$ cat src/rtl/alu_mc.sv
// Multi-cycle integer ALU: registered single-cycle ops plus iterative mulu/divu.
// Optional divider enabled by defining ALU_MC_DIV_EN.
module alu_mc #(
  parameter int unsigned n = 32
) (
  input  logic         clk,
  input  logic         reset,
  input  logic         start,
  input  logic [3:0]   alucontrol,
  input  logic [n-1:0] srca,
  input  logic [n-1:0] srcb,
  output logic         ready,
  output logic         done,
  output logic [n-1:0] aluout,
  output logic [n-1:0] hi,
  output logic         zero
);

  localparam int unsigned SW = $clog2(n);
  localparam int unsigned CW = SW + 1;

  localparam logic [3:0] OP_ADD  = 4'b0000;
  localparam logic [3:0] OP_SUB  = 4'b0001;
  localparam logic [3:0] OP_SLL  = 4'b0010;
  localparam logic [3:0] OP_SRL  = 4'b0011;
  localparam logic [3:0] OP_AND  = 4'b0100;
  localparam logic [3:0] OP_OR   = 4'b0101;
  localparam logic [3:0] OP_XOR  = 4'b0110;
  localparam logic [3:0] OP_SLT  = 4'b0111;
  localparam logic [3:0] OP_MULU = 4'b1000;
`ifdef ALU_MC_DIV_EN
  localparam logic [3:0] OP_DIVU = 4'b1001;
`endif

  typedef enum logic [1:0] {
    S_IDLE,
    S_MUL
`ifdef ALU_MC_DIV_EN
    , S_DIV
`endif
  } state_t;

  state_t           r_state, w_state_nxt;
  logic [CW-1:0]    r_cnt, w_cnt_nxt;
  logic [2*n-1:0]   r_acc, w_acc_nxt;
  logic [n-1:0]     r_b, w_b_nxt;
  logic             r_eq, w_eq_nxt;
  logic             r_ready;
  logic             r_done, w_done_nxt;
  logic [n-1:0]     r_aluout, w_aluout_nxt;
  logic [n-1:0]     r_hi, w_hi_nxt;
  logic             r_zero, w_zero_nxt;

  logic [n-1:0]     w_single, w_single_hi;
  logic [n:0]       w_madd;
  logic [2*n-1:0]   w_mul_step;
  logic             w_last;

  // Single-cycle result, also covering unsupported ops and divide-by-zero.
  always_comb begin
    w_single    = '0;
    w_single_hi = '0;
    case (alucontrol)
      OP_ADD: w_single = srca + srcb;
      OP_SUB: w_single = srca - srcb;
      OP_SLL: w_single = srca << srcb[SW-1:0];
      OP_SRL: w_single = srca >> srcb[SW-1:0];
      OP_AND: w_single = srca & srcb;
      OP_OR:  w_single = srca | srcb;
      OP_XOR: w_single = srca ^ srcb;
      OP_SLT: w_single = {(n-1)'(0), ($signed(srca) < $signed(srcb))};
`ifdef ALU_MC_DIV_EN
      OP_DIVU: begin
        w_single    = '1;
        w_single_hi = srca;
      end
`endif
      default: w_single = '0;
    endcase
  end

  // Shift-add step: accumulator is {partial product, remaining multiplier}.
  assign w_madd     = {1'b0, r_acc[2*n-1:n]} + (r_acc[0] ? {1'b0, r_b} : (n+1)'(0));
  assign w_mul_step = {w_madd, r_acc[n-1:1]};
  assign w_last     = (r_cnt == CW'(n - 1));

`ifdef ALU_MC_DIV_EN
  logic [n:0]     w_dtop, w_dsub;
  logic           w_qbit;
  logic [2*n-1:0] w_div_step;

  // Restoring step: accumulator is {remainder, dividend/quotient}.
  assign w_dtop     = r_acc[2*n-1:n-1];
  assign w_dsub     = w_dtop - {1'b0, r_b};
  assign w_qbit     = (w_dtop >= {1'b0, r_b});
  assign w_div_step = {(w_qbit ? w_dsub[n-1:0] : w_dtop[n-1:0]), r_acc[n-2:0], w_qbit};
`endif

  always_comb begin
    w_state_nxt  = r_state;
    w_cnt_nxt    = r_cnt;
    w_acc_nxt    = r_acc;
    w_b_nxt      = r_b;
    w_eq_nxt     = r_eq;
    w_aluout_nxt = r_aluout;
    w_hi_nxt     = r_hi;
    w_zero_nxt   = r_zero;
    w_done_nxt   = 1'b0;
    case (r_state)
      S_IDLE: begin
        if (start) begin
          w_eq_nxt  = (srca == srcb);
          w_b_nxt   = srcb;
          w_cnt_nxt = '0;
          if (alucontrol == OP_MULU) begin
            w_state_nxt = S_MUL;
            w_acc_nxt   = {{n{1'b0}}, srca};
          end
`ifdef ALU_MC_DIV_EN
          else if (alucontrol == OP_DIVU && srcb != '0) begin
            w_state_nxt = S_DIV;
            w_acc_nxt   = {{n{1'b0}}, srca};
          end
`endif
          else begin
            w_aluout_nxt = w_single;
            w_hi_nxt     = w_single_hi;
            w_zero_nxt   = (srca == srcb);
            w_done_nxt   = 1'b1;
          end
        end
      end
      S_MUL: begin
        w_acc_nxt = w_mul_step;
        if (w_last) begin
          w_state_nxt  = S_IDLE;
          w_cnt_nxt    = '0;
          w_aluout_nxt = w_mul_step[n-1:0];
          w_hi_nxt     = w_mul_step[2*n-1:n];
          w_zero_nxt   = r_eq;
          w_done_nxt   = 1'b1;
        end else begin
          w_cnt_nxt = r_cnt + CW'(1);
        end
      end
`ifdef ALU_MC_DIV_EN
      S_DIV: begin
        w_acc_nxt = w_div_step;
        if (w_last) begin
          w_state_nxt  = S_IDLE;
          w_cnt_nxt    = '0;
          w_aluout_nxt = w_div_step[n-1:0];
          w_hi_nxt     = w_div_step[2*n-1:n];
          w_zero_nxt   = r_eq;
          w_done_nxt   = 1'b1;
        end else begin
          w_cnt_nxt = r_cnt + CW'(1);
        end
      end
`endif
      default: w_state_nxt = S_IDLE;
    endcase
  end

  always_ff @(posedge clk or posedge reset) begin
    if (reset) begin
      r_state  <= S_IDLE;
      r_cnt    <= '0;
      r_acc    <= '0;
      r_b      <= '0;
      r_eq     <= 1'b0;
      r_ready  <= 1'b1;
      r_done   <= 1'b0;
      r_aluout <= '0;
      r_hi     <= '0;
      r_zero   <= 1'b0;
    end else begin
      r_state  <= w_state_nxt;
      r_cnt    <= w_cnt_nxt;
      r_acc    <= w_acc_nxt;
      r_b      <= w_b_nxt;
      r_eq     <= w_eq_nxt;
      r_ready  <= (w_state_nxt == S_IDLE);
      r_done   <= w_done_nxt;
      r_aluout <= w_aluout_nxt;
      r_hi     <= w_hi_nxt;
      r_zero   <= w_zero_nxt;
    end
  end

  assign ready  = r_ready;
  assign done   = r_done;
  assign aluout = r_aluout;
  assign hi     = r_hi;
  assign zero   = r_zero;

endmodule

$ cat config.mk
export PLATFORM = sky130hd
export DESIGN_NAME = alu_mc
export DESIGN_NICKNAME = d
export VERILOG_FILES = /design/src/rtl/alu_mc.sv
export SDC_FILE = /design/constraint.sdc
export NUM_CORES = 1
export LEC_CHECK = 0
export ABC_CLOCK_PERIOD_IN_PS = 18100
export CAP_MARGIN = 25
export CORE_MARGIN = 10
export CORE_UTILIZATION = 30
export DETAILED_ROUTE_END_ITERATION = 7
export SLEW_MARGIN = 25
export SYNTH_ARGS = -nofsm -noshare
export SYNTH_HDL_FRONTEND = slang
export SYNTH_SLANG_ARGS = --single-unit
$ cat constraint.sdc
create_clock -name clk -period 18.1 [get_ports clk]
set_clock_uncertainty 0.1 [all_clocks]
set_input_delay 4.525 -clock clk [delete_from_list [all_inputs] [get_ports clk]]
set_output_delay 4.525 -clock clk [all_outputs]
set_load 0.02 [all_outputs]
==> flow_summary.ini <==
[cts]
cts-root-buf = clkbuf_16
clock_path_buffers = 2
post_cts_resized = 0
ctsHoldBuffers = 0
numCtsBuffers = 17
cts_max_level = 4
post_cts_buffers = 0
clk_pin_slew_ns = 0.08
tritoncts = done
clock_latency_ns = 0.50
clock_sinks = 172

[worst_setup_path]
worstReg2RegStart = r_state[1]
startpoint = srcb[1]
critPathRequiredTime_ns = 18.36
worst_r2r_endpoint = aluout[27]
worstPathArrival_ns = 9.08
critPathKind = in2reg
path_max_fanout = 45
endpoint_kind = flop
rrSetupSlack_ns = 13.96
crit_end = aluout[15]
rr_worst_depth = 10
crit_path_start_kind = input port

[global_routing]
grt_usage = 0.223
grt_overflow_total = 0
grt_pass1_wl_um = 114000
grt_max_degree = 120
antenna_found_initial = 0
grt_pass1_vias = 17300

[synthesis]
synth_cell_types = 87
syn_avg_cell_area_um2 = 8.03
synth_cells = 2157
synth_warnings = 0
ys_seq_elements = 172
synth-edff-count = 0
ys.flop_type = dfrtp_1
ys_seq_area_frac = 0.248
syn_nets = 2379
synth_area_um2 = 17300
async_reset_ff_frac = 1.00

[place]
portBuffers = 137
dp_hpwl_um = 58600
dp_cells = 2932
gp_congestion = 1.03
dp_slack_ns = 9.08

[floorplan]
die_x_um = 260
coreArea_um2 = 57500
rows = 88
initial_core_util = 0.301
dieArea_um2 = 67800
die_h_um = 260
io_pins = 138

[flow_run]
maxCapViolations = 0

[layout]
nNetsFinal = 2409
final_util = 0.348
finalNonFillerCells = 2965
drive_gt1_frac = 0.0795
n_antenna_cell = 0
area_growth_pct = 15.3

[route]
drcViolationCount = 0
viasPerCell = 6.05
ant_nets = 0
route.vias.total = 17900
drt_iter0_markers = 2343
wire_per_inst_um = 26.0
wirelength_um = 77000
drt_pass1_iterations = 8

[sta]
max_clock_freq_ghz = 0.113
hold_violations = 0
layout_setup_ws_ns = 9.28
tns_ns = 0
slew_viol_final = 0
fin_crit_ns = 8.82
setup_violations = 0
fin_crit_sh = 0.487
slew_headroom = 0.194
tightest_slew_ns = 1.20
rsz0062_at_grt = no

[power_and_ir_drop]
p_total_mw = 1.63
p_per_area_nw_per_um2 = 81.8
p_leak_nw = 8.69
ir_worst_vdd_mv = 0.0534

[outcome]
status = completed

[worst_hold_path]
hold_class = reg2reg
hp-start = r_b[20]
## state kept, by name (all words and copies together), names as in the netlist
register and cells:
r_acc 64, hi 32, aluout 32, r_eq 1, zero 1, ready 1
r_cnt 6, r_b 32, r_state 2, done 1
## stage by stage
| stage | area, um2 | hold WS (ns) |
|---|---|---|
| after global placement | 19300 | 0.355 |
| final | 20000 | 0.374 |
| after detailed placement | 19300 | 0.365 |
| after floorplan | 17300 | 0.342 |
| after CTS | 19900 | 0.382 |
| after global routing | 20000 | 0.402 |
## worst min-delay path by stage
stage | slack, ns | cells after the start | endpoint
6_report | 0.37 | 2 | r_b[20]
5_1_grt | 0.40 | 2 | r_b[2]
4_1_cts | 0.38 | 2 | r_b[2]
3_5_place_dp | 0.37 | 2 | r_b[2]
3_3_place_gp | 0.36 | 2 | r_b[0]
2_1_floorplan | 0.34 | 2 | r_b[31]
## critical path: stages
cell and delay [ns]:
buf_4 0.48, inv_2 0.33, ha_1 0.49, a21oi_1 0.14
nand4b_1 0.25, a311oi_1 0.91, o21ai_0 0.36, a21oi_1 0.57
o221ai_1 0.30, a211oi_1 0.54, o31ai_1 0.14
## power by group
part           internal [mW]  switching, mW  leakage [nW]
Clock                  0.211          0.195         0.305
Combinational          0.276          0.435          6.20
Sequential             0.459         0.0574          2.18
Total                  0.946          0.688          8.69
## layout make-up
type | instances | area (um2)
inverter | 105 | 402
multi-input combinational | 1721 | 12100
clock buffer | 17 | 425
sequential | 172 | 4310
timing repair buffer | 170 | 1640
tap | 765 | 957
fill | 6062 | 37500
clock inverter | 15 | 196
## metal layers
layer  vias up  global-route usage  share of wire
met4         0               0.103          0.046
met1      8765               0.292           0.42
met2      1022               0.343           0.44
li1       7959                   -              -
met5         -                   0              0
met3       191              0.0517          0.093
## cells in the final DEF (no fill, tap or decap), types with 15 or more instances in the layout
| master | count |
|---|---|
| clkdlybuf4s50_1 | 133 |
| o211ai_1 | 24 |
| mux2i_1 | 74 |
| inv_1 | 101 |
| nand2b_1 | 25 |
| dfrtp_1 | 171 |
| xnor2_1 | 15 |
| o22ai_1 | 18 |
| o21ai_0 | 194 |
| and2_1 | 43 |
| buf_4 | 33 |
| ha_1 | 148 |
| a221oi_1 | 22 |
| a211oi_1 | 29 |
| clkbuf_16 | 17 |
| mux2_2 | 17 |
| a31oi_1 | 45 |
| nor3_1 | 45 |
| mux4_2 | 49 |
| nand3_1 | 28 |
| a21oi_1 | 152 |
| o31ai_1 | 29 |
| nor2_1 | 171 |
| nand2_1 | 285 |
| a21o_1 | 35 |
| a22o_1 | 18 |
## cell families after synthesis
family          synth area share
flops                      0.248
compound gates             0.271
xor+xnor                  0.0147
other cells             0.000216
mux                        0.117
buf+inv                   0.0590
fa+ha+maj                  0.110
simple gates               0.178
## cell usage after synthesis, types with 9 or more instances
library cell / count / area share
a211oi_1: 29 / 0.013
o21a_1: 10 / 0.0043
and2_1: 43 / 0.016
o31ai_1: 29 / 0.013
o22ai_1: 18 / 0.0065
a21oi_1: 152 / 0.044
mux2i_1: 74 / 0.043
buf_1: 16 / 0.0035
nand2b_1: 26 / 0.0094
a22oi_1: 11 / 0.0048
inv_1: 102 / 0.022
dfrtp_1: 171 / 0.25
a21o_1: 35 / 0.015
o21ai_0: 194 / 0.056
a31oi_1: 45 / 0.016
nand4_1: 11 / 0.0040
o211ai_1: 24 / 0.010
a22o_1: 18 / 0.0091
xor2_1: 14 / 0.0071
a221oi_1: 22 / 0.011
and3_1: 10 / 0.0036
nor2_1: 172 / 0.037
mux4_2: 49 / 0.064
buf_2: 19 / 0.0055
mux2_2: 17 / 0.011
ha_1: 148 / 0.11
a2111oi_0: 11 / 0.0056
o21bai_1: 15 / 0.0065
nor3_1: 47 / 0.014
o221ai_1: 14 / 0.0071
xnor2_1: 15 / 0.0076
nand3_1: 28 / 0.0081
or3_1: 11 / 0.0040
nand2_1: 286 / 0.062
or2_2: 10 / 0.0036
o2111ai_1: 9 / 0.0045
clkbuf_1: 122 / 0.026
nor4_1: 14 / 0.0051
No activity file was read; power rests on OpenSTA's default activity.
